`config.mk`:
```
export PLATFORM = sky130hd
export DESIGN_NAME = sm_bus_ctrl_flat
export DESIGN_NICKNAME = d
export VERILOG_FILES = /design/src/rtl/sm_bus_pkg.sv /design/src/rtl/sm_bus_ctrl_if.sv /design/src/rtl/sm_bus_arbiter.sv /design/src/rtl/sm_bus_ctrl.sv /design/src/flat_wrapper.sv
export SDC_FILE = /design/constraint.sdc
export NUM_CORES = 1
export LEC_CHECK = 0
export CORE_MARGIN = 2
export CORE_UTILIZATION = 35
export DETAILED_ROUTE_END_ITERATION = 10
export GPL_TIMING_DRIVEN = 0
export PLACE_DENSITY_LB_ADDON = 0.15
export SLEW_MARGIN = 15
export SYNTH_ARGS = -nofsm -noshare
export SYNTH_HDL_FRONTEND = slang
export SYNTH_SLANG_ARGS = --single-unit
```
`constraint.sdc`:
```
create_clock -name clock -period 2.06 [get_ports clock]
set_input_delay 0.206 -clock clock [delete_from_list [all_inputs] [get_ports clock]]
set_output_delay 0.206 -clock clock [all_outputs]
set_load 0.01 [all_outputs]
```
`src/rtl/sm_bus_pkg.sv`:
```
// Shared definitions for the snooping bus controller: MSI line states,
// pending-request encoding, per-CPU slot layout and controller FSM states.
package sm_bus_pkg;

  // MSI state of a cache line, as reported by each CPU-side controller.
  localparam logic [1:0] MSI_INVALID  = 2'b00;
  localparam logic [1:0] MSI_SHARED   = 2'b01;
  localparam logic [1:0] MSI_MODIFIED = 2'b10;

  // Kind of bus transaction a CPU is waiting for.
  typedef enum logic [1:0] {
    REQ_NONE = 2'd0,
    REQ_RD   = 2'd1,
    REQ_WR   = 2'd2,
    REQ_INV  = 2'd3
  } req_type_e;

  // One pending slot per CPU: request kind plus a victim write-back flag.
  typedef struct packed {
    req_type_e rtype;
    logic      wb;
  } slot_t;

  localparam slot_t SLOT_EMPTY = '{rtype: REQ_NONE, wb: 1'b0};

  // Controller sequencing states.
  typedef enum logic [2:0] {
    ST_IDLE   = 3'd0,
    ST_SNOOP  = 3'd1,
    ST_WRBACK = 3'd2,
    ST_MEMRD  = 3'd3,
    ST_DONE   = 3'd4
  } bus_state_e;

  // Collapse the simultaneous pulses of one CPU into a single request.
  // A write miss dominates a read miss, which dominates an upgrade.
  function automatic req_type_e encode_req(input logic write_miss,
                                           input logic read_miss,
                                           input logic inv_out);
    req_type_e r;
    r = REQ_NONE;
    if (write_miss)     r = REQ_WR;
    else if (read_miss) r = REQ_RD;
    else if (inv_out)   r = REQ_INV;
    return r;
  endfunction

endpackage

```
`src/rtl/sm_bus_ctrl_if.sv`:
```
// Bundle of signals between the CPU-side MSI controllers and the bus
// controller. The controller side uses the master modport.
//
// Handshake: writeMiss/readMiss/invalidateOut/writeBack are single-cycle
// request pulses (no ready; the controller always accepts into the CPU's
// pending slot, and flags protocolError if the slot is already occupied).
// grant is a single-cycle completion pulse for the CPU whose request just
// finished; fetch/invalidateIn are single-cycle snoop commands.
interface sm_bus_ctrl_if
  import sm_bus_pkg::*;
#(
  parameter int NUM_CPUS = 2,
  parameter int ID_W     = 2
);

  // CPU side -> controller
  logic [NUM_CPUS-1:0]   writeMiss;
  logic [NUM_CPUS-1:0]   readMiss;
  logic [NUM_CPUS-1:0]   writeBack;
  logic [NUM_CPUS-1:0]   invalidateOut;
  logic [2*NUM_CPUS-1:0] cpuState;

  // controller -> CPU side / memory
  logic [NUM_CPUS-1:0]   fetch;
  logic [NUM_CPUS-1:0]   invalidateIn;
  logic [NUM_CPUS-1:0]   grant;
  logic [ID_W-1:0]       grantedId;
  logic                  memRead;
  logic                  memWrite;
  logic                  busy;
  logic                  protocolError;

  // controller FSM state, exposed for observation
  bus_state_e            state_dbg;

  modport master (
    input  writeMiss, readMiss, writeBack, invalidateOut, cpuState,
    output fetch, invalidateIn, grant, grantedId, memRead, memWrite,
           busy, protocolError, state_dbg
  );

  modport slave (
    output writeMiss, readMiss, writeBack, invalidateOut, cpuState,
    input  fetch, invalidateIn, grant, grantedId, memRead, memWrite,
           busy, protocolError, state_dbg
  );

endinterface

```
`src/rtl/sm_bus_arbiter.sv`:
```
// Combinational round-robin pick: the first pending CPU found scanning
// upward from (ptr + 1) mod NUM_CPUS, wrapping around to ptr itself last.
module sm_bus_arbiter #(
  parameter int NUM_CPUS = 2,
  parameter int ID_W     = 2
) (
  input  logic [NUM_CPUS-1:0] pending,
  input  logic [ID_W-1:0]     ptr,
  output logic                valid,
  output logic [ID_W-1:0]     idx
);

  // Walk candidates from farthest to nearest so the nearest hit wins.
  always_comb begin
    valid = 1'b0;
    idx   = '0;
    for (int k = NUM_CPUS; k >= 1; k--) begin
      for (int j = 0; j < NUM_CPUS; j++) begin
        if (pending[j] && (j == ((int'(ptr) + k) % NUM_CPUS))) begin
          valid = 1'b1;
          idx   = ID_W'(j);
        end
      end
    end
  end

endmodule

```
`src/rtl/sm_bus_ctrl.sv`:
```
// Snooping bus controller: captures per-CPU miss/upgrade/write-back pulses
// into pending slots, serves them round-robin, broadcasts snoop fetch and
// invalidate commands, sequences memory write-back/read and returns a
// completion grant to the requester.
module sm_bus_ctrl
  import sm_bus_pkg::*;
#(
  parameter int NUM_CPUS    = 2,
  parameter int MEM_LATENCY = 4,
  parameter int ID_W        = 2
) (
  input logic           clock,
  input logic           reset,
  sm_bus_ctrl_if.master bus
);

  localparam int               CNT_W    = $clog2(MEM_LATENCY + 1);
  localparam logic [CNT_W-1:0] CNT_LOAD = CNT_W'(MEM_LATENCY - 1);

  // Sequencing state
  bus_state_e          state_q, state_d;
  logic [ID_W-1:0]     id_q, id_d;
  req_type_e           type_q, type_d;
  logic [CNT_W-1:0]    cnt_q, cnt_d;
  logic [ID_W-1:0]     rr_q, rr_d;

  // Per-CPU pending slots and sticky error
  slot_t               slot_q [NUM_CPUS];
  slot_t               slot_d [NUM_CPUS];
  logic                perr_q, perr_d;

  // Combinational helpers
  logic [NUM_CPUS-1:0] pending;
  logic                arb_valid;
  logic [ID_W-1:0]     arb_idx;
  req_type_e           arb_type;
  logic                req_wb;
  req_type_e           pulse_type;
  logic [NUM_CPUS-1:0] fetch_c, inv_c, grant_c;
  logic                mem_rd_c, mem_wr_c, busy_c;

  sm_bus_arbiter #(
    .NUM_CPUS (NUM_CPUS),
    .ID_W     (ID_W)
  ) u_arbiter (
    .pending (pending),
    .ptr     (rr_q),
    .valid   (arb_valid),
    .idx     (arb_idx)
  );

  // Pending vector seen by the arbiter.
  always_comb begin
    pending = '0;
    for (int j = 0; j < NUM_CPUS; j++) begin
      pending[j] = (slot_q[j].rtype != REQ_NONE);
    end
  end

  // Look up the arbiter winner's request type and the requester's wb flag.
  always_comb begin
    arb_type = REQ_NONE;
    req_wb   = 1'b0;
    for (int j = 0; j < NUM_CPUS; j++) begin
      if (arb_idx == ID_W'(j)) arb_type = slot_q[j].rtype;
      if (id_q == ID_W'(j))    req_wb   = slot_q[j].wb;
    end
  end

  // State register plus the per-transaction latches, round-robin pointer,
  // pending slots and error flag.
  always_ff @(posedge clock or posedge reset) begin
    if (reset) begin
      state_q <= ST_IDLE;
      id_q    <= '0;
      type_q  <= REQ_NONE;
      cnt_q   <= '0;
      rr_q    <= '0;
      perr_q  <= 1'b0;
      for (int j = 0; j < NUM_CPUS; j++) begin
        slot_q[j] <= SLOT_EMPTY;
      end
    end else begin
      state_q <= state_d;
      id_q    <= id_d;
      type_q  <= type_d;
      cnt_q   <= cnt_d;
      rr_q    <= rr_d;
      perr_q  <= perr_d;
      for (int j = 0; j < NUM_CPUS; j++) begin
        slot_q[j] <= slot_d[j];
      end
    end
  end

  // Next-state logic: selection, snoop outcome, latency counting, completion.
  always_comb begin
    state_d = state_q;
    id_d    = id_q;
    type_d  = type_q;
    cnt_d   = cnt_q;
    rr_d    = rr_q;
    case (state_q)
      ST_IDLE: begin
        if (arb_valid) begin
          id_d    = arb_idx;
          type_d  = arb_type;
          state_d = ST_SNOOP;
        end
      end
      ST_SNOOP: begin
        // Owner data and requester victim share a single write-back.
        if (req_wb || (|fetch_c)) begin
          state_d = ST_WRBACK;
          cnt_d   = CNT_LOAD;
        end else if (type_q == REQ_INV) begin
          state_d = ST_DONE;
        end else begin
          state_d = ST_MEMRD;
          cnt_d   = CNT_LOAD;
        end
      end
      ST_WRBACK: begin
        if (cnt_q == '0) begin
          if (type_q == REQ_INV) begin
            state_d = ST_DONE;
          end else begin
            state_d = ST_MEMRD;
            cnt_d   = CNT_LOAD;
          end
        end else begin
          cnt_d = cnt_q - 1'b1;
        end
      end
      ST_MEMRD: begin
        if (cnt_q == '0) state_d = ST_DONE;
        else             cnt_d   = cnt_q - 1'b1;
      end
      ST_DONE: begin
        rr_d    = id_q;
        state_d = ST_IDLE;
      end
      default: state_d = ST_IDLE;
    endcase
  end

  // Moore outputs plus the snoop broadcast, which follows the live
  // cpuState of every cache other than the requester.
  always_comb begin
    fetch_c  = '0;
    inv_c    = '0;
    grant_c  = '0;
    mem_rd_c = (state_q == ST_MEMRD);
    mem_wr_c = (state_q == ST_WRBACK);
    busy_c   = (state_q != ST_IDLE);
    for (int j = 0; j < NUM_CPUS; j++) begin
      if ((state_q == ST_SNOOP) && (id_q != ID_W'(j))) begin
        case (type_q)
          REQ_RD: begin
            fetch_c[j] = (bus.cpuState[2*j +: 2] == MSI_MODIFIED);
          end
          REQ_WR: begin
            inv_c[j]   = 1'b1;
            fetch_c[j] = (bus.cpuState[2*j +: 2] == MSI_MODIFIED);
          end
          REQ_INV: begin
            inv_c[j] = 1'b1;
          end
          default: ;
        endcase
      end
      if ((state_q == ST_DONE) && (id_q == ID_W'(j))) begin
        grant_c[j] = 1'b1;
      end
    end
  end

  // Slot capture: completion clears, snoop invalidate turns a pending
  // upgrade into a full write miss, then new pulses load or raise an error.
  always_comb begin
    perr_d     = perr_q;
    pulse_type = REQ_NONE;
    for (int j = 0; j < NUM_CPUS; j++) begin
      slot_d[j] = slot_q[j];
      if ((state_q == ST_DONE) && (id_q == ID_W'(j))) begin
        slot_d[j] = SLOT_EMPTY;
      end
      if ((state_q == ST_SNOOP) && inv_c[j] && (slot_d[j].rtype == REQ_INV)) begin
        slot_d[j].rtype = REQ_WR;
      end
      pulse_type = encode_req(bus.writeMiss[j], bus.readMiss[j],
                              bus.invalidateOut[j]);
      if (pulse_type != REQ_NONE) begin
        if (slot_d[j].rtype == REQ_NONE) begin
          slot_d[j].rtype = pulse_type;
          slot_d[j].wb    = slot_d[j].wb | bus.writeBack[j];
        end else begin
          perr_d = 1'b1;
        end
      end else if (bus.writeBack[j]) begin
        slot_d[j].wb = 1'b1;
      end
    end
  end

  assign bus.fetch         = fetch_c;
  assign bus.invalidateIn  = inv_c;
  assign bus.grant         = grant_c;
  assign bus.grantedId     = id_q;
  assign bus.memRead       = mem_rd_c;
  assign bus.memWrite      = mem_wr_c;
  assign bus.busy          = busy_c;
  assign bus.protocolError = perr_q;
  assign bus.state_dbg     = state_q;

endmodule

```
`src/flat_wrapper.sv`:
```
// flat-port wrapper written by rule: the top's interface ports become plain ports
module sm_bus_ctrl_flat import sm_bus_pkg::*;
#(
  parameter int NUM_CPUS    = 2,
  parameter int MEM_LATENCY = 4,
  parameter int ID_W        = 2
)
  (clock, reset, bus_writeMiss, bus_readMiss, bus_writeBack, bus_invalidateOut, bus_cpuState, bus_fetch, bus_invalidateIn, bus_grant, bus_grantedId, bus_memRead, bus_memWrite, bus_busy, bus_protocolError, bus_state_dbg);
  sm_bus_ctrl_if #(.NUM_CPUS(NUM_CPUS), .ID_W(ID_W)) bus_i ();
  input logic clock;
  input logic reset;
  input wire logic [$bits(bus_i.writeMiss)-1:0] bus_writeMiss;
  input wire logic [$bits(bus_i.readMiss)-1:0] bus_readMiss;
  input wire logic [$bits(bus_i.writeBack)-1:0] bus_writeBack;
  input wire logic [$bits(bus_i.invalidateOut)-1:0] bus_invalidateOut;
  input wire logic [$bits(bus_i.cpuState)-1:0] bus_cpuState;
  output wire logic [$bits(bus_i.fetch)-1:0] bus_fetch;
  output wire logic [$bits(bus_i.invalidateIn)-1:0] bus_invalidateIn;
  output wire logic [$bits(bus_i.grant)-1:0] bus_grant;
  output wire logic [$bits(bus_i.grantedId)-1:0] bus_grantedId;
  output wire logic [$bits(bus_i.memRead)-1:0] bus_memRead;
  output wire logic [$bits(bus_i.memWrite)-1:0] bus_memWrite;
  output wire logic [$bits(bus_i.busy)-1:0] bus_busy;
  output wire logic [$bits(bus_i.protocolError)-1:0] bus_protocolError;
  output wire logic [$bits(bus_i.state_dbg)-1:0] bus_state_dbg;
  assign bus_i.writeMiss = bus_writeMiss;
  assign bus_i.readMiss = bus_readMiss;
  assign bus_i.writeBack = bus_writeBack;
  assign bus_i.invalidateOut = bus_invalidateOut;
  assign bus_i.cpuState = bus_cpuState;
  assign bus_fetch = bus_i.fetch;
  assign bus_invalidateIn = bus_i.invalidateIn;
  assign bus_grant = bus_i.grant;
  assign bus_grantedId = bus_i.grantedId;
  assign bus_memRead = bus_i.memRead;
  assign bus_memWrite = bus_i.memWrite;
  assign bus_busy = bus_i.busy;
  assign bus_protocolError = bus_i.protocolError;
  assign bus_state_dbg = bus_i.state_dbg;
  sm_bus_ctrl #(.NUM_CPUS(NUM_CPUS), .MEM_LATENCY(MEM_LATENCY), .ID_W(ID_W)) u_core (.clock(clock), .reset(reset), .bus(bus_i));
endmodule
```
==> run_results.csv <==
group,metric,value,unit
logic_synthesis,synth_compound_gate_area_share,24.18,%
clock_network,ctsHtreeMaxLevel,1,
die,die-width,60.38,um
cells_and_area,layout-drive-gt1-share,18.75,%
sta,fin_worst_skew,4.795,ps
global_route,grt_antenna_before_repair,0,
clock_network,post_cts_hold_buffer_count,0,
die,floorplan.core_area,3028,um^2
clock_network,clock_tree_from_tritoncts,"done",
cells_and_area,final-seq-area,425.4,um^2
detailed_routing,totalWireLength,2766,um
place,placedInstanceArea,1438,um^2
logic_synthesis,largest_family_of_logic_cells_by_synthesized_area,"compound AO/OA/AOI/OAI gates",
detailed_routing,final_antenna_net_count,0,
power,power.ir.vdd_worst,634.6,uV
clock_network,numClockSinks,17,
logic_synthesis,post_synth_xor_area_fraction,0,%
sta,finalHoldViolCount,0,
hold_path,worst_hold_path_type,"input pin to async pin",
sta,min_period_over_period,96.30,%
sta,max_slew_margin,54.16,%
die,floorplan.die_area,3645,um^2
sta,finalCriticalPeriod,1984,ps
die,fp-row-count,20,
global_route,globalRouteOverflowTotal,0,
flow_run,max_cap_viol_count,0,
logic_synthesis,synth-simple-area-share,22.83,%
cells_and_area,final_net_count,179,
logic_synthesis,synthMuxAreaShare,1.912,%
setup_path,critical_path_s_slowest_cell,"or4b_4",
sta,tightest_slew,686.9,ps
detailed_routing,drc,0,
logic_synthesis,ys_async_sr_fraction,100.0,%
clock_network,cts_root_buffer,"clkbuf_4",
setup_path,required,1850,ps
logic_synthesis,synthCells,126,
cells_and_area,flow.area_growth_from_synthesis,36.67,%
place,detailed_place_hpwl,1997,um
clock_network,clockBufferDepth,2,
setup_path,critical_path_cell_list,"inv_1 -> ha_1 -> or4b_4 -> nor2_1 -> buf_2",
cells_and_area,most_common_library_cell_in_the_layout_ignoring_fill_and_taps,"clkdlybuf4s50_1",
logic_synthesis,synth_cell_type_count,49,
place,port-buffer-count,27,
place,pre_cts_ws,-171.3,ps
logic_synthesis,synth-warning-count,0,
sta,final.setup.worst_slack,76.25,ps
power,leakage,0.6956,nW
setup_path,r2r.worst_path.cells,6,
logic_synthesis,synth_area,1112,um^2
cells_and_area,finish.utilization,50.21,%
setup_path,cp-end-kind,"primary output",
status,run_status,"completed",
global_route,global_route.usage.total,16.12,%
setup_path,arrival,1780,ps
logic_synthesis,synth-adder-area-share,4.499,%
die,starting_utilization_of_the_core_area,36.74,%
sta,setup_viol,0,
global_route,grt_pass1_wl,4409,um
sta,final.hold.worst_slack,313.8,ps
cells_and_area,multiInputGateArea,638.1,um^2
sta,timing.setup.tns,0,ps
clock_network,cts.clk_slew.worst_paths,100,ps
die,fp.dieH,60.38,um
clock_network,cts-buffers-inserted,3,
setup_path,cp_max_fo,3,
logic_synthesis,synth_fp_nets,144,
detailed_routing,drtPass1Iterations,4,
setup_path,critPathLaunchType,"register",
sta,achievable-frequency,504.1,MHz
cells_and_area,antenna-diode-count,0,
logic_synthesis,synth_enable_flop_cells,0,
logic_synthesis,synth-seq-cells,17,
sta,timing.final.max_slew_violations,0,
cells_and_area,mostFrequentLayoutCells,"clkdlybuf4s50_1, dfrtp_1, inv_1, nand2_1, nor2_1",
detailed_routing,first_iter_violations,53,
detailed_routing,vias,1059,
detailed_routing,route.detailed.vias_per_inst,5.191,
die,io_pins,29,
power,power_density,1116,nW/um^2
setup_path,worst_path_largest_cell_delay,510,ps
global_route,number_of_global_route_vias_before_repair,972,
global_route,pin_count_of_the_biggest_net_entering_global_routing,18,
place,globalplace.congestion,0.8086,
logic_synthesis,synth_sequential_area_ratio,38.25,%
logic_synthesis,synth.avg_cell_area,8.828,um^2
cells_and_area,postLayoutCellArea,1520,um^2
cells_and_area,n_fill_cell,304,
logic_synthesis,postSynth.topFlopCell,"dfrtp_1",
setup_path,timing.setup.critical_path_class,"register to primary output",
detailed_routing,wl_per_cell,13.56,um
clock_network,clk_latency,290,ps
cell type report:
type / count / share of cell area (%)
clock buffers: 4 / 1.728
plain buffers: 5 / 2.387
flip-flops and latches: 17 / 27.98
inverters: 14 / 3.457
repair buffers: 31 / 18.85
multi-input cells: 89 / 41.98
well taps: 44 / 3.621
kinds of logic (layout without fill, tap and decap cells):
logic type | after synthesis | count (layout)
simple gates | 47 | 47
fa+ha+maj | 4 | 4
other cells | 1 | 1
mux | 2 | 2
buf+inv | 20 | 54
flops | 17 | 17
compound gates | 35 | 35
state kept, by name, indices dropped and copies added (netlist names):
register	cells
u_core.cnt_q	3
u_core.slot_q	6
u_core.bus.grantedId	1
u_core.rr_q	1
u_core.type_q	2
u_core.bus.protocolError	1
u_core.bus.state_dbg	3
worst max-delay path, delay by kind of cell, from the launching register on:
kind	cells	cell delay, ps
flip-flops	1	370
adder cells (fa/ha/maj)	1	300
buffers and inverters	2	200
AND/OR/NAND/NOR	2	620
final timing paths:
path                       slack, ps                       to        startpoint
max                               80             bus_fetch[0]  u_core.type_q[0]
min                              310         u_core.slot_q[1]             reset
max reg2reg                      210          u_core.cnt_q[1]  u_core.type_q[0]
min reg2reg                      490         u_core.slot_q[0]  u_core.slot_q[0]
max in group asynchronous       1310  u_core.bus.state_dbg[2]             reset
min in group clock               490         u_core.slot_q[0]  bus_writeBack[1]
metal layers:
layer	up-vias	wire, um	global-route usage, %
met2	22	1355	27.02
li1	516	-	-
met4	0	15	6.667
met5	-	0	0
met1	519	1256	20.59
met3	2	138	2.772
synth_stat cells, drive strengths merged, types with 2 or more instances:
cell     instances  area [um^2]
inv             14        52.55
ha               4        50.05
nor4             2        18.77
o21ai            8        40.03
buf              4        28.78
nand3            5        25.02
dfrtp           17        425.4
nand2b           3        18.77
a21oi            4        20.02
nor2            12        45.04
o21a             2        15.01
clkbuf           2        7.510
a31oi            3        33.78
nor4b            2        17.52
o2bb2ai          2        17.52
nand3b           2        15.01
o311ai           2        17.52
a21o             2        22.52
nand2           11        41.29
nor2b            2        12.51
or3              2        12.51
what timing repair did:
action / in CTS / in global routing
gates resized for setup: 20 / 11
setup endpoints to repair: 7 / 7
cloned: 0 / 0
endpoints found under the hold margin: 0 / 0
buffers inserted: 1 / 3
pin swaps: 1 / 0
through the flow:
| step | power [mW] | instances |
|---|---|---|
| floorplan | 1.131 | 126 |
| global placement | 1.431 | 197 |
| detailed placement | 1.447 | 197 |
| CTS | 1.677 | 201 |
| global route | 1.834 | 204 |
| finish | 1.696 | 204 |
power by group:
group          leakage (nW)  switching, mW  internal, mW  total (mW)
logic                 0.492          0.468         0.496       0.964
clock network        0.0150          0.106        0.0752       0.181
registers             0.189          0.112         0.439       0.551
(Power assumes the default switching activity.)
